[config.mk]
export PLATFORM = sky130hd
export DESIGN_NAME = keypad_digit_entry
export DESIGN_NICKNAME = d
export VERILOG_FILES = /design/src/rtl/keypad_digit_entry.sv
export SDC_FILE = /design/constraint.sdc
export NUM_CORES = 1
export LEC_CHECK = 0
export BUFFER_PORTS_ARGS = -buffer_cell sky130_fd_sc_hd__buf_4
export CORE_MARGIN = 3
export CORE_UTILIZATION = 45
export DETAILED_ROUTE_END_ITERATION = 10
export GPL_ROUTABILITY_DRIVEN = 0
export SLEW_MARGIN = 0
export SYNTH_ARGS = -nofsm -noshare
export SYNTH_HDL_FRONTEND = slang
export SYNTH_SLANG_ARGS = --single-unit
export TNS_END_PERCENT = 10
[constraint.sdc]
create_clock -name clk -period 3.01 [get_ports clk]
set_clock_uncertainty 0.2 [all_clocks]
set_input_delay 0.602 -clock clk [delete_from_list [all_inputs] [get_ports clk]]
set_output_delay 0.602 -clock clk [all_outputs]
set_load 0.02 [all_outputs]
[src/rtl/keypad_digit_entry.sv]
// keypad_digit_entry
//   Front end for the four-digit combination lock. Eight raw, bouncy,
//   active-high push-button lines are synchronised and debounced, and each
//   clean single-key press becomes a 3-bit digit with a one-cycle
//   digit_valid strobe. Multi-key patterns raise a one-cycle multi_key pulse.
//
//   Optional feature, macro KEYPAD_TIMEOUT_EN:
//     defined   - an inter-digit timer pulses entry_timeout once when no new
//                 digit follows within TIMEOUT_CYCLES idle cycles.
//     undefined - no timer state exists and entry_timeout is tied low.
//
//   Reset is synchronous and active-high; every output is registered.

module keypad_digit_entry #(
   parameter int unsigned DEBOUNCE_CYCLES = 16,   // legal 2..65535
   parameter int unsigned TIMEOUT_CYCLES  = 1000  // legal 2..2^20
) (
   input  logic       clk,
   input  logic       reset,
   input  logic [7:0] key_raw,
   output logic [2:0] digit,
   output logic       digit_valid,
   output logic       multi_key,
   output logic       entry_timeout,
   output logic       key_busy
);

   // Reject illegal configurations at elaboration time.
   if (DEBOUNCE_CYCLES < 2 || DEBOUNCE_CYCLES > 65535 ||
       TIMEOUT_CYCLES < 2 || TIMEOUT_CYCLES > (1 << 20)) begin : g_bad_param
      $error("keypad_digit_entry: DEBOUNCE_CYCLES or TIMEOUT_CYCLES out of range");
   end

   localparam logic [15:0] DB_LAST = 16'(DEBOUNCE_CYCLES - 1);

   typedef enum logic [1:0] {
      IDLE     = 2'd0,
      DEBOUNCE = 2'd1,
      HELD     = 2'd2,
      RELEASE  = 2'd3
   } state_e;

   // Synchroniser flops; key_s_q is the only view of the keys used below.
   logic [7:0]  sync_meta_q;
   logic [7:0]  key_s_q;

   // FSM state, debounce counter and captured key pattern.
   state_e      state_q;
   logic [15:0] cnt_q;
   logic [7:0]  cap_q;

   // Registered outputs.
   logic [2:0]  digit_q;
   logic        digit_valid_q;
   logic        multi_key_q;
   logic        key_busy_q;

   // Decode of the captured pattern.
   logic        cap_onehot_d;
   logic [2:0]  cap_index_d;

   // Two-flop synchroniser on all eight asynchronous button lines.
   always_ff @(posedge clk) begin
      if (reset) begin
         sync_meta_q <= '0;
         key_s_q     <= '0;
      end else begin
         // NOTE: non-blocking assignments make both flops sample the old
         // value of their source, giving a true two-stage chain; blocking
         // assignments here would collapse it into a single flop.
         sync_meta_q <= key_raw;
         key_s_q     <= sync_meta_q;
      end
   end

   // One-hot test and bit index of the captured pattern.
   always_comb begin
      // NOTE: every variable gets a default before any conditional write,
      // so no path leaves it unassigned and no latch is inferred.
      cap_onehot_d = (cap_q != 8'd0) && ((cap_q & (cap_q - 8'd1)) == 8'd0);
      cap_index_d  = 3'd0;
      for (int i = 0; i < 8; i++) begin
         if (cap_q[i]) begin
            cap_index_d = 3'(i);
         end
      end
   end

   // Debounce FSM with registered digit, strobes and busy flag.
   always_ff @(posedge clk) begin
      if (reset) begin
         state_q       <= IDLE;
         cnt_q         <= '0;
         cap_q         <= '0;
         digit_q       <= '0;
         digit_valid_q <= 1'b0;
         multi_key_q   <= 1'b0;
         key_busy_q    <= 1'b0;
      end else begin
         // Strobes are single-cycle unless re-asserted below.
         digit_valid_q <= 1'b0;
         multi_key_q   <= 1'b0;

         case (state_q)
            IDLE: begin
               if (key_s_q != 8'd0) begin
                  cap_q      <= key_s_q;
                  cnt_q      <= '0;
                  state_q    <= DEBOUNCE;
                  key_busy_q <= 1'b1;
               end
            end

            DEBOUNCE: begin
               if (key_s_q != cap_q) begin
                  // Pattern moved before it settled: a bounce, emit nothing.
                  state_q    <= IDLE;
                  key_busy_q <= 1'b0;
               end else if (cnt_q == DB_LAST) begin
                  if (cap_onehot_d) begin
                     digit_q       <= cap_index_d;
                     digit_valid_q <= 1'b1;
                  end else begin
                     multi_key_q   <= 1'b1;
                  end
                  state_q <= HELD;
               end else begin
                  cnt_q <= cnt_q + 16'd1;
               end
            end

            HELD: begin
               // Pattern changes while held are ignored; no auto-repeat.
               if (key_s_q == 8'd0) begin
                  cnt_q   <= '0;
                  state_q <= RELEASE;
               end
            end

            RELEASE: begin
               if (key_s_q != 8'd0) begin
                  // Release bounce: the key is still considered held.
                  state_q <= HELD;
               end else if (cnt_q == DB_LAST) begin
                  state_q    <= IDLE;
                  key_busy_q <= 1'b0;
               end else begin
                  cnt_q <= cnt_q + 16'd1;
               end
            end

            default: begin
               state_q    <= IDLE;
               key_busy_q <= 1'b0;
            end
         endcase
      end
   end

`ifdef KEYPAD_TIMEOUT_EN
   localparam logic [19:0] TO_LAST = 20'(TIMEOUT_CYCLES - 1);

   logic [19:0] tcnt_q;
   logic        armed_q;
   logic        entry_timeout_q;

   // Inter-digit timer: armed by each digit, counts only while IDLE.
   always_ff @(posedge clk) begin
      if (reset) begin
         tcnt_q          <= '0;
         armed_q         <= 1'b0;
         entry_timeout_q <= 1'b0;
      end else begin
         entry_timeout_q <= 1'b0;
         if (digit_valid_q) begin
            // The FSM is in HELD here, so the restart never races a count.
            armed_q <= 1'b1;
            tcnt_q  <= '0;
         end else if (armed_q && state_q == IDLE) begin
            if (tcnt_q == TO_LAST) begin
               entry_timeout_q <= 1'b1;
               armed_q         <= 1'b0;
            end else begin
               tcnt_q <= tcnt_q + 20'd1;
            end
         end
      end
   end

   assign entry_timeout = entry_timeout_q;
`else
   assign entry_timeout = 1'b0;
`endif

   assign digit       = digit_q;
   assign digit_valid = digit_valid_q;
   assign multi_key   = multi_key_q;
   assign key_busy    = key_busy_q;

endmodule

==> reports/results.tsv <==
stage	metric	value	unit
floorplanning	Die Width	77.9	um
drt	vias post-DR	1718	
cts	post-cts repair resize count	0	
cts	H-tree depth	2	
place	Cells after DPL	326	
synth	Post-synth ARST share	0	%
cells_and_area	number of nets in the layout	277	
sta	minimum clock period	2500	ps
global_route	first-pass GRT wire length	7350	um
synth	Area contributors post-synth	dfxtp_1 41%, mux2i_1 9.5%, nor2b_1 5.4%	
cts	clk buf depth	2	
setup_path	critical path arrival	2500	ps
setup_path	Max stage delay cell, worst path	or4_4	
sta	Fmax achieved	399	MHz
synth	cell taking the most area after synthesis	dfxtp_1	
cells_and_area	Final Non-Filler Cells	334	
setup_path	CP max stage delay	590	ps
job	Max-Cap Viols	0	
synth	Gate Count Post-Synth	254	
setup_path	Data required, critical path	3010	ps
synth	Seq/Total Area, Yosys	41.3	%
place	Port Buf Inserts	15	
floorplanning	site row count	25	
floorplanning	chip height	77.9	um
sta	final setup fails	0	
setup_path	Worst Setup Start Kind	flip-flop	
setup_path	CP Cell Sequence	ha_1, and4b_1, nand4_2, or4_4, nor3b_2, mux2_1	
floorplanning	IO Pins	17	
power	Switching Fraction	25.9	%
drt	vias per cell	5.14	
global_route	antenna violations before repair	0	
drt	DRT Wirelength	4150	um
synth	Syn Std Cell Area	0.00233	mm2
synth	Post-synth top flop	dfxtp_1	
floorplanning	Starting Density	48.0	%
sta	Final Hold Viols	0	
sta	unrepaired setup endpoints after global routing	false	
floorplanning	core area	0.00485	mm2
setup_path	Reg2Reg Depth	6	
setup_path	R2R Setup Slk	510	ps
status	status	completed	
global_route	Tot GR Track Use	15.0	%
synth	Synth Net Count	265	
power	P_int	0.000987	W
cts	Root Buffer	clkbuf_8	
cells_and_area	FF+latch area	961	um2
power	Gate power share	13.9	%
power	Peak VDD IR	0.276	mV
power	clock share of power	35.4	%
hold_path	worst hold path depth	1	
cts	hold buffers post-CTS	0	
drt	DR DRC count	0	
sta	Max Slew Vio Count	0	
cells_and_area	ANT cells	0	
sta	crit share post-route	83.2	%
global_route	largest net degree at the start of global routing	37	
synth	most common cell in the netlist	dfxtp_1	
synth	share of the synthesized area in the top cell type	41.3	%
cells_and_area	Layout area overhead	12.0	%
power	leak pwr	0.927	nW
drt	Routed wire per std cell	12.4	um
setup_path	critical-path maximum fanout	5	
power	NetSw	0.000345	W
power	sequential fraction of design power	50.6	%
global_route	grt ovf	0	
synth	Mapped Avg Cell Area	9.16	um2
synth	Post-synth EDFFs	0	
drt	TritonRoute pass-1 iters	4	
cts	TritonCTS clock tree	yes	
cts	CTS sink cnt	48	
place	Detail Placement HPWL	2890	um
power	P per Cell Area	511	mW/mm2
global_route	vias in the first global route	1568	
drt	Antenna Violating Nets Remaining	0	
setup_path	Setup crit end kind	flip-flop	
synth	Post-synth top cells	48 x dfxtp_1, 22 x mux2i_1, 20 x nor2b_1	
cts	total CTS buffers	5	
cells_and_area	multi-input logic area	0.00128	mm2
cts	Post-CTS Setup Repair Bufs	0	
cts	Clock transition at path regs	100	ps
synth	Synthesis Warnings	0	
sta	accumulated negative setup slack	0	ps
synth	synthesized flop and latch total	48	
hold_path	Hold Path Class	reg2reg	
cells_and_area	layout cells sized above 1	16.9	%
setup_path	critical path class	reg2reg	
cells_and_area	fillers	464	
cts	Clock Latency Late Sink	300	ps
floorplanning	die area	0.00607	mm2
drt	Initial DRC Count	104	
synth	Synth cell types	49	
==> cells in the final DEF, fill, tap and decap left out, types with 2 or more instances in the layout <==
cell / instances
a211oi_1: 2
or2_2: 2
xnor2_1: 8
nand2_1: 19
nand2b_1: 18
mux2_1: 2
nor2_1: 15
a21oi_1: 14
or4_4: 3
dfxtp_1: 48
mux2i_1: 22
nor3_1: 5
and3_1: 3
or4_1: 2
clkinv_4: 2
clkbuf_8: 5
inv_1: 3
buf_4: 20
nor4_2: 2
nor4_1: 2
o21bai_1: 2
and4_1: 2
nand4_1: 8
a21oi_2: 6
nor2b_1: 20
nand3_1: 9
==> through the flow <==
| step | utilization, % | setup slack [ps] | cell area [um2] | total power [W] | hold WS [ps] |
|---|---|---|---|---|---|
| 4_1_cts | 53.8 | 491 | 2610 | 0.00135 | 243 |
| 6_report | 53.8 | 506 | 2610 | 0.00133 | 236 |
| 3_5_place_dp | 51.4 | 493 | 2490 | 0.000876 | 220 |
| 2_1_floorplan | - | 659 | 2330 | 0.000832 | 214 |
| 3_3_place_gp | 51.4 | 533 | 2490 | 0.000873 | 220 |
| 5_1_grt | 53.8 | 374 | 2610 | 0.00141 | 260 |
==> worst max-delay path, delay by kind of cell, from the launching register on <==
kind	cells	cell delay, ps
multiplexers	1	350
flip-flops	1	400
AND/OR/NAND/NOR	4	1260
adder cells (fa/ha/maj)	1	190
==> flip-flops by register name, indices dropped and copies added, names as in the netlist <==
signal / cells
cnt_q: 16
multi_key: 1
sync_meta_q: 8
key_s_q: 8
cap_q: 8
state_q: 2
digit: 3
digit_valid: 1
key_busy: 1
==> worst paths after layout <==
| check | start | endpoint |
|---|---|---|
| hold reg to reg | sync_meta_q[3] | key_s_q[3] |
| setup / recovery | cnt_q[0] | digit[2] |
| hold / removal | sync_meta_q[3] | key_s_q[3] |
| setup reg to reg | cnt_q[0] | digit[2] |
==> routing by layer <==
| layer | wire length (um) | global-route usage (%) | vias up |
|---|---|---|---|
| li1 | - | - | 914 |
| met3 | 169 | 3.94 | 6 |
| met1 | 2270 | 21.4 | 771 |
| met4 | 61 | 5.24 | 0 |
| met2 | 1660 | 21.7 | 27 |
| met5 | 0 | 0 | - |
==> power groups by stage <==
stage          Combinational, W  Clock [W]  Sequential (W)
2_1_floorplan          0.000147          0        0.000685
4_1_cts                0.000187   0.000490        0.000674
5_1_grt                0.000208   0.000520        0.000679
3_3_place_gp           0.000184          0        0.000689
3_5_place_dp           0.000186          0        0.000689
6_report               0.000185   0.000472        0.000675
==> area by class of cell <==
class,instances,area share [%]
Tap cell,67,3.21
Clock inverter,3,1.82
Inverter,3,0.432
Sequential cell,48,36.9
Multi-Input combinational cell,188,49.3
Timing Repair Buffer,20,5.76
Clock buffer,5,2.64
==> cell families (layout without fill, tap and decap cells) <==
logic type	count (synthesis)	count (layout)	share of synthesized area, %
buffers and inverters	18	31	3.71
flip-flops	48	48	41.3
adder cells (fa/ha/maj)	2	2	0.968
multiplexers	24	24	10.4
AND/OR/NAND/NOR	118	118	29.6
AO/OA/AOI/OAI	35	35	10.8
XOR/XNOR	8	8	3.01
other	1	1	0.161
(Power assumes the default switching activity.)
